===== config.mk =====
export PLATFORM = sky130hd
export DESIGN_NAME = sram_wrapper
export DESIGN_NICKNAME = d
export VERILOG_FILES = /design/src/rtl/sram_wrapper.sv
export SDC_FILE = /design/constraint.sdc
export NUM_CORES = 1
export LEC_CHECK = 0
export CAP_MARGIN = 5
export CORE_MARGIN = 3
export CORE_UTILIZATION = 39
export DETAILED_ROUTE_END_ITERATION = 10
export PLACE_DENSITY = 0.86
export SYNTH_ARGS = -nofsm -noshare
export SYNTH_HDL_FRONTEND = slang
export SYNTH_SLANG_ARGS = --single-unit
export TNS_END_PERCENT = 50

===== constraint.sdc =====
create_clock -name ACLK -period 4.9 [get_ports ACLK]
set_clock_uncertainty 0.15 [all_clocks]
set_input_delay 0.98 -clock ACLK [delete_from_list [all_inputs] [get_ports ACLK]]
set_output_delay 0.98 -clock ACLK [all_outputs]
set_load 0.005 [all_outputs]

===== src/rtl/sram_wrapper.sv =====
// AXI3-style slave bridging single-outstanding read/write bursts onto a
// synchronous single-port SRAM (one-cycle read latency, active-low byte writes).
module sram_wrapper #(
    parameter int unsigned ID_W   = 8,
    parameter int unsigned ADDR_W = 32,
    parameter int unsigned DATA_W = 32,
    parameter int unsigned MEM_AW = 14
) (
    input  logic              ACLK,
    input  logic              ARESET,
    input  logic [ID_W-1:0]   AWID,
    input  logic [ADDR_W-1:0] AWADDR,
    input  logic [3:0]        AWLEN,
    input  logic [2:0]        AWSIZE,
    input  logic [1:0]        AWBURST,
    input  logic              AWVALID,
    output logic              AWREADY,
    input  logic [DATA_W-1:0] WDATA,
    input  logic [3:0]        WSTRB,
    input  logic              WLAST,
    input  logic              WVALID,
    output logic              WREADY,
    output logic [ID_W-1:0]   BID,
    output logic [1:0]        BRESP,
    output logic              BVALID,
    input  logic              BREADY,
    input  logic [ID_W-1:0]   ARID,
    input  logic [ADDR_W-1:0] ARADDR,
    input  logic [3:0]        ARLEN,
    input  logic [2:0]        ARSIZE,
    input  logic [1:0]        ARBURST,
    input  logic              ARVALID,
    output logic              ARREADY,
    output logic [ID_W-1:0]   RID,
    output logic [DATA_W-1:0] RDATA,
    output logic [1:0]        RRESP,
    output logic              RLAST,
    output logic              RVALID,
    input  logic              RREADY,
    output logic              CS,
    output logic              OE,
    output logic [3:0]        WEB,
    output logic [MEM_AW-1:0] A,
    output logic [DATA_W-1:0] DI,
    input  logic [DATA_W-1:0] DO
);

    typedef enum logic [2:0] {
        S_IDLE  = 3'd0,
        S_RADDR = 3'd1,
        S_RDATA = 3'd2,
        S_WDATA = 3'd3,
        S_WRESP = 3'd4
    } state_t;

    state_t              state;
    state_t              state_next;
    logic [ID_W-1:0]     id_q;
    logic [MEM_AW-1:0]   addr_q;
    logic [MEM_AW-1:0]   addr_nxt;
    logic [3:0]          len_q;
    logic [3:0]          beat_q;
    logic [1:0]          burst_q;
    logic                err_q;
    logic                hold_q;
    logic [DATA_W-1:0]   rdata_q;
    logic                last_beat;
    logic                aw_hs;
    logic                ar_hs;
    logic                w_hs;
    logic                r_hs;
    logic                b_hs;
    logic                unused_ok;

    assign unused_ok = ^{AWSIZE, ARSIZE, AWADDR[ADDR_W-1:MEM_AW+2], AWADDR[1:0],
                         ARADDR[ADDR_W-1:MEM_AW+2], ARADDR[1:0]};

    assign last_beat = (beat_q == len_q);
    assign aw_hs     = (state == S_IDLE) && AWVALID;
    assign ar_hs     = (state == S_IDLE) && ARVALID && !AWVALID;
    assign w_hs      = (state == S_WDATA) && WVALID && !ARESET;
    assign r_hs      = (state == S_RDATA) && RREADY;
    assign b_hs      = (state == S_WRESP) && BREADY;
    // FIXED holds the address; INCR, WRAP and reserved all step by one word
    assign addr_nxt  = (burst_q == 2'b00) ? addr_q : addr_q + MEM_AW'(1);

    always_ff @(posedge ACLK) begin
        if (ARESET) state <= S_IDLE;
        else        state <= state_next;
    end

    always_comb begin
        state_next = state;
        unique case (state)
            S_IDLE: begin
                if (AWVALID)      state_next = S_WDATA;
                else if (ARVALID) state_next = S_RADDR;
            end
            S_RADDR: state_next = S_RDATA;
            S_RDATA: if (r_hs) state_next = last_beat ? S_IDLE : S_RADDR;
            S_WDATA: if (w_hs && last_beat) state_next = S_WRESP;
            S_WRESP: if (BREADY) state_next = S_IDLE;
            default: state_next = S_IDLE;
        endcase
    end

    always_comb begin
        AWREADY = 1'b0;
        ARREADY = 1'b0;
        WREADY  = 1'b0;
        BID     = '0;
        BRESP   = 2'b00;
        BVALID  = 1'b0;
        RID     = '0;
        RDATA   = '0;
        RRESP   = 2'b00;
        RLAST   = 1'b0;
        RVALID  = 1'b0;
        CS      = 1'b0;
        OE      = 1'b0;
        WEB     = 4'hF;
        A       = '0;
        DI      = '0;
        unique case (state)
            S_IDLE: begin
                AWREADY = 1'b1;
                ARREADY = !AWVALID;
            end
            S_RADDR: begin
                CS = 1'b1;
                OE = 1'b1;
                A  = addr_q;
            end
            S_RDATA: begin
                RVALID = 1'b1;
                RID    = id_q;
                RDATA  = hold_q ? rdata_q : DO;
                RLAST  = last_beat;
            end
            S_WDATA: begin
                WREADY = !ARESET;
                if (w_hs) begin
                    CS  = 1'b1;
                    WEB = ~WSTRB;
                    A   = addr_q;
                    DI  = WDATA;
                end
            end
            S_WRESP: begin
                BVALID = 1'b1;
                BID    = id_q;
                BRESP  = err_q ? 2'b10 : 2'b00;
            end
            default: ;
        endcase
    end

    // Burst context, beat counter, WLAST error flag and stalled read data
    always_ff @(posedge ACLK) begin
        if (ARESET) begin
            id_q    <= '0;
            addr_q  <= '0;
            len_q   <= '0;
            burst_q <= '0;
            beat_q  <= '0;
            err_q   <= 1'b0;
            hold_q  <= 1'b0;
            rdata_q <= '0;
        end else begin
            if (aw_hs) begin
                id_q    <= AWID;
                addr_q  <= AWADDR[MEM_AW+1:2];
                len_q   <= AWLEN;
                burst_q <= AWBURST;
                beat_q  <= '0;
                err_q   <= 1'b0;
            end else if (ar_hs) begin
                id_q    <= ARID;
                addr_q  <= ARADDR[MEM_AW+1:2];
                len_q   <= ARLEN;
                burst_q <= ARBURST;
                beat_q  <= '0;
            end
            if (w_hs) begin
                if (WLAST != last_beat) err_q <= 1'b1;
                if (!last_beat) begin
                    beat_q <= beat_q + 4'd1;
                    addr_q <= addr_nxt;
                end
            end
            if (b_hs) err_q <= 1'b0;
            if (state == S_RDATA) begin
                if (r_hs) begin
                    hold_q <= 1'b0;
                    if (!last_beat) begin
                        beat_q <= beat_q + 4'd1;
                        addr_q <= addr_nxt;
                    end
                end else if (!hold_q) begin
                    hold_q  <= 1'b1;
                    rdata_q <= DO;
                end
            end
        end
    end

endmodule


==> flow_summary_export.csv, run 1 <==
group,metric,value,unit
hold_path,hold_depth,2,
worst_setup_path,worstPathMaxFanout,35,
placement,hpwl,11000,microns
worst_setup_path,reg2regPathDepth,4,
timing,setup_viol,0,
hold_path,min_from,"rdata_q[4]$_SDFFE_PP0P_",
clock_tree,cts_setup_buffers,0,
layout,drive_gt1_share,3.92,%
timing,min_period_over_period,84.8,%
pwr,power.share.switching,36.0,%
timing,period_needed,4.15,ns
worst_setup_path,slowest_stage,"nor2_2",
route,remaining_drc_errors,0,
clock_tree,root_buffer,"clkbuf_8",
synthesis,synth-edff-count,0,
route,viasPerCell,5.36,
timing,fmax,241,MHz
pwr,total_power,0.00190,W
timing,slew_headroom,21.3,%
timing,timing.hold.ws,0.308,ns
layout,diodes,0,
layout,nNetsFinal,966,
synthesis,ys.flop_type,"dfxtp_1",
die,core_area,10500,sq um
grt,grt_overflow,0,
grt,grt_usage,23.1,%
synthesis,synth_cell_types,53,
clock_tree,cts.sinks,69,
worst_setup_path,rrSetupSlack,2.05,ns
hold_path,min_to,"rdata_q[4]$_SDFFE_PP0P_",
timing,worstMarginPinSlew,1.18,ns
worst_setup_path,path_class,"input pin to output pin",
worst_setup_path,max_stage_delay,0.59,ns
synthesis,ys_warn_count,0,
timing,finalMaxSlewViolations,0,
clock_tree,clk_latency,0.34,ns
pwr,cell_internal_pwr,0.00122,W
worst_setup_path,cp_num_buf_inv,3,
synthesis,async_reset_ff_share,0,%
grt,antenna_found_initial,0,
pwr,p_seq_share,39.8,%
route,drt_pass1_iterations,4,
worst_setup_path,cp_data_arrival_time,3.02,ns
die,chipWidth,111,microns
placement,gp_congestion,0.859,
worst_setup_path,crit_family,"simple AND/OR/NAND/NOR gates",
synthesis,synth_top_area_cell,"dfxtp_1",
worst_setup_path,cp.required,3.77,ns
synthesis,ys_seq_elements,69,
worst_setup_path,r2r_start,"state[1]$_SDFFE_PP0P_",
worst_setup_path,startpoint_type,"input pin",
synthesis,syn_area,4280,sq um
clock_tree,clk_pin_slew,0.06,ns
worst_setup_path,r2r-end,"rdata_q[15]$_SDFFE_PP0P_",
synthesis,synth_area_per_cell,7.30,sq um
die,die_area,12300,sq um
timing,fin_setup_tns,0,ns
route,drt_iter0_drc,344,
hold_path,hold_path.class,"flop to flop",
clock_tree,cts_made_buffers,9,
pwr,leakagePower,2.47,nW
synthesis,syn_inst,586,
clock_tree,h-tree-depth,3,
synthesis,synth_top_area_share,32.3,%
grt,grt_pass1_vias,4817,
clock_tree,cts_buffer_depth,2,
pwr,combinationalPowerShare,40.3,%
job,max_cap_violations,0,
pwr,clockPowerShare,19.9,%
grt,grt_max_degree,71,
timing,hold_viol_final,0,
die,boundaryPins,284,
clock_tree,cts_resized,0,
pwr,vdd_drop_max,0.162,mV
synthesis,seq_area_frac_synth,32.3,%
clock_tree,hold_buffers,0,
grt,grt_pass1_wl,23900,microns
timing,rsz0062_at_grt,"false",
clock_tree,cts_tree,"done",
placement,io_buffers,238,
route,wl,14900,microns
pwr,p_sw,0.000683,W
route,wire_per_inst,16.0,microns
layout,syn_to_final_growth,58.0,%
route,postRouteAntennaNets,0,
route,vias,4965,
die,die_h,111,microns
status,status,"complete, no violations",
synthesis,synth_area_leaders,"dfxtp_1, nand2_1, mux2i_1, nor2_1, and3_1",
pwr,power_density,281,nW/um^2
die,row_count,37,
worst_setup_path,worstSetupEndpointType,"output pin",
worst_setup_path,path_cells,"buf_2 -> and4bb_1 -> buf_4 -> and2_0 -> nor2_2 -> nor2b_1 -> clkdlybuf4s50_1",
die,initial_utilization,40.7,%
[cell usage after synthesis, types with 5 or more instances]
library cell	n
o211ai_1	7
and3_1	44
a21oi_1	46
inv_1	6
o22ai_1	13
nor3_1	8
buf_4	6
o32ai_1	5
o21ai_0	9
mux2i_1	32
and2_1	10
nor2b_1	13
xor2_1	7
clkbuf_1	27
nand3_1	7
nor2_1	77
a311oi_1	16
dfxtp_1	69
xnor2_1	13
nand2_1	115
buf_2	11
[worst register-to-register path: stages (launching register included)]
cell and delay (ns):
dfxtp_1 0.62, nand2_2 0.57, nor3_4 1.09, nand2_1 0.16
a21oi_1 0.18
[metrics by stage]
| step | area (sq um) | cells | util [%] | worst slack (ns) |
|---|---|---|---|---|
| global placement | 6620 | 915 | 63.0 | 0.826 |
| CTS | 6760 | 927 | 64.3 | 0.768 |
| floorplan | 4290 | 588 | - | 1.59 |
| detailed placement | 6620 | 915 | 63.0 | 0.784 |
| global route | 6760 | 927 | 64.3 | 0.578 |
| finish | 6760 | 927 | 64.3 | 0.746 |
[how the worst max path moves through the flow]
| stage | startpoint | to | slack, ns | cells past startpoint |
|---|---|---|---|---|
| global placement | ARESET | A[1] | 0.83 | 7 |
| detailed placement | ARESET | A[3] | 0.78 | 7 |
| CTS | ARESET | A[6] | 0.77 | 7 |
| floorplan | ARESET | A[0] | 1.59 | 7 |
| finish | ARESET | A[6] | 0.75 | 7 |
| global route | ARESET | A[8] | 0.58 | 7 |
[flip-flops by register name (all words and copies together), names as in the netlist]
| signal | flops |
|---|---|
| hold_q | 1 |
| burst_q | 2 |
| len_q | 4 |
| err_q | 1 |
| id_q | 8 |
| rdata_q | 32 |
| beat_q | 4 |
| addr_q | 14 |
| state | 3 |
[power by group through the flow]
stage	Combinational, W	Sequential [W]	Clock [W]
2_1_floorplan	0.000479	0.000706	0
5_1_grt	0.000837	0.000771	0.000411
3_5_place_dp	0.000760	0.000766	0
3_3_place_gp	0.000737	0.000761	0
4_1_cts	0.000763	0.000754	0.000388
6_report	0.000765	0.000756	0.000378
[final cells by class]
class | instances | area, sq um
Clock buffer | 9 | 124
Clock inverter | 3 | 17.5
Fill cell | 913 | 3750
Inverter | 8 | 30.0
Multi-Input combinational cell | 461 | 2640
Sequential cell | 69 | 1380
Tap cell | 136 | 170
Timing Repair Buffer | 241 | 2400
[cells by family (layout without fill, tap and decap cells)]
group                    count (synthesis)  after routing  synth area share, %
XOR/XNOR                                20             20                 4.09
AND/OR/NAND/NOR                        295            295                 32.3
multiplexers                            32             32                 7.49
AO/OA/AOI/OAI                          109            109                 16.8
adder cells (fa/ha/maj)                  2              2                0.585
flip-flops                              69             69                 32.3
other                                    1              3               0.0876
buffers and inverters                   58            261                 6.40
[metal layers]
layer / up-vias / routed length, microns / part of all wire [%] / global-route usage (%)
li1: 2415 / - / - / -
met1: 2340 / 6430 / 43 / 29.6
met2: 188 / 7380 / 50 / 39.7
met3: 22 / 811 / 5.5 / 3.93
met4: 0 / 238 / 1.6 / 6.65
met5: - / 0 / 0 / 0
[cell usage in the layout (no fill, tap or decap), types with 16 or more instances in the layout]
master             n
dfxtp_1           68
a311oi_1          16
nand2_1          115
nor2_1            77
clkdlybuf4s50_1  237
mux2i_1           32
and3_1            44
a21oi_1           46
No activity file was read; power rests on OpenSTA's default activity.
==> run 2: changes to the inputs <==
- CORE_UTILIZATION: 39 -> 37
- PLACE_DENSITY: 0.86 -> 0.83
- clock period: 4.9 -> 4.3 ns (I/O delays scaled with it)
==> run 2 against run 1 <==
  * Cell area grew 2.7%
  * Combinational power grew 14%
  * Register-to-register slack lost 0.59 ns
  * Clock power grew 110%
  * Cell count grew 0.86%
  * Worst hold slack lost 0.0061 ns
  * Critical path type unchanged
  * Largest cell class unchanged
==> flow_summary_export.csv, run 2 (same netlist as run 1, synthesis figures left out) <==
group,metric,value,unit
layout,fill_cells,945,
die,initial_utilization,38.6,%
timing,rsz0062_at_grt,"false",
grt,antenna_found_initial,0,
clock_tree,clk_latency,0.32,ns
clock_tree,cts_tree,"done",
route,postRouteAntennaNets,0,
worst_setup_path,critPathMostFrequentCell,"clkdlybuf4s50_1",
worst_setup_path,path_cells,"clkdlybuf4s50_1 -> and2_0 -> nor2_2 -> nor2b_1 -> clkdlybuf4s50_1",
layout,final_common_cell,"clkdlybuf4s50_1",
clock_tree,cts_resized,0,
timing,period_needed,3.79,ns
placement,io_buffers,238,
route,drt_iter0_drc,405,
timing,setup_ws,0.514,ns
layout,final_cell_mix,"clkdlybuf4s50_1, nand2_1, nor2_1",
timing,hold_viol_final,0,
die,die_area,12900,sq um
route,wire_per_inst,15.9,microns
clock_tree,root_buffer,"clkbuf_16",
grt,grt_overflow,0,
timing,finalMaxSlewViolations,0,
hold_path,hold_depth,2,
die,boundaryPins,284,
die,core_area,11100,sq um
clock_tree,cts.sinks,69,
hold_path,hold_path.class,"flop to flop",
timing,fin_setup_tns,0,ns
worst_setup_path,worstPathMaxFanout,15,
layout,largest_reg_flops,32,
layout,register_area,1380,sq um
clock_tree,cts_setup_buffers,0,
worst_setup_path,max_stage_delay,0.59,ns
layout,syn_to_final_growth,62.3,%
route,viasPerCell,5.20,
grt,grt_max_degree,71,
layout,multi_input_area,2640,sq um
layout,drive_gt1_share,4.40,%
status,status,"complete, no violations",
pwr,vdd_drop_max,0.171,mV
layout,top_register,"rdata_q",
layout,top_regs,"rdata_q x32, addr_q x14, id_q x8",
die,row_count,38,
grt,grt_usage,21.8,%
worst_setup_path,r2r_start,"state[1]$_SDFFE_PP0P_",
pwr,power_density,361,nW/um^2
pwr,leakagePower,2.55,nW
clock_tree,cts_buffer_depth,2,
worst_setup_path,cp.required,3.29,ns
worst_setup_path,reg2regPathDepth,4,
timing,min_period_over_period,88.0,%
worst_setup_path,worstSetupEndpointType,"output pin",
grt,grt_pass1_vias,4683,
worst_setup_path,r2r-end,"rdata_q[18]$_SDFFE_PP0P_",
clock_tree,clk_pin_slew,0.05,ns
timing,setup_viol,0,
worst_setup_path,crit_family,"simple AND/OR/NAND/NOR gates",
worst_setup_path,cp_num_buf_inv,2,
timing,fmax,264,MHz
clock_tree,hold_buffers,0,
worst_setup_path,slowest_stage,"nor2_2",
route,wl,14900,microns
hold_path,min_to,"rdata_q[29]$_SDFFE_PP0P_",
route,remaining_drc_errors,0,
worst_setup_path,rrSetupSlack,1.46,ns
route,drt_pass1_iterations,5,
clock_tree,cts_made_buffers,9,
placement,hpwl,11000,microns
placement,pre_cts_ws,0.503,ns
die,die_h,114,microns
route,vias,4861,
worst_setup_path,path_class,"input pin to output pin",
clock_tree,h-tree-depth,3,
die,chipWidth,114,microns
timing,worstMarginPinSlew,1.20,ns
timing,slew_headroom,19.9,%
layout,diodes,0,
hold_path,min_from,"rdata_q[29]$_SDFFE_PP0P_",
job,max_cap_violations,0,
worst_setup_path,cp_data_arrival_time,2.78,ns
layout,nNetsFinal,967,
worst_setup_path,startpoint_type,"input pin",
placement,gp_congestion,0.833,
grt,grt_pass1_wl,23500,microns
==> run 2: worst max path at each step <==
stage	slack [ns]	end	depth (start not counted)	from
3_5_place_dp	0.50	A[10]	5	WVALID
2_1_floorplan	1.23	A[0]	7	ARESET
3_3_place_gp	0.54	A[4]	5	WVALID
6_report	0.51	A[10]	5	WVALID
4_1_cts	0.49	A[10]	5	WVALID
5_1_grt	0.30	A[10]	5	WVALID
==> run 2: routing by layer <==
metal	vias up	track usage [%]	wire, microns
met5	-	0	0
met4	0	4.17	70
met3	7	3.82	921
met2	176	36.9	7400
met1	2258	29.4	6510
li1	2420	-	-
==> run 2: stage by stage <==
stage          hold WS [ns]  instance area [sq um]  util, %  power (W)  instances
2_1_floorplan         0.286                   4290        -    0.00135        588
3_3_place_gp          0.291                   6630     59.9    0.00171        920
3_5_place_dp          0.297                   6630     59.9    0.00174        920
4_1_cts               0.304                   6950     62.7    0.00252        935
5_1_grt               0.321                   6950     62.7    0.00265        935
6_report              0.302                   6950     62.7    0.00251        935
==> run 2: final cells by class <==
class / count / area share (%)
Clock buffer: 9 / 3.24
Clock inverter: 6 / 1.28
Inverter: 8 / 0.432
Multi-Input combinational cell: 461 / 38.0
Sequential cell: 69 / 19.9
Tap cell: 140 / 2.52
Timing Repair Buffer: 242 / 34.7
==> run 2: power breakdown <==
part,total (W),internal [W],switching (W),leakage [nW]
combinational,0.000874,0.000463,0.000411,1.83
clock,0.000776,0.000504,0.000272,0.147
sequential,0.000860,0.000730,0.000130,0.565
total,0.00251,0.00170,0.000813,2.55
==> run 2: worst reg2reg max path: stages (launching register included) <==
cell and delay (ns):
dfxtp_1 0.61, nand2_2 0.55, nor3_4 1.11, nand2_1 0.16, a21oi_1 0.18
==> run 3: changes to the inputs <==
- TNS_END_PERCENT: 50 -> 5
==> results of run 3 <==
The final DEF is identical to that of run 2; final timing and power are the same.
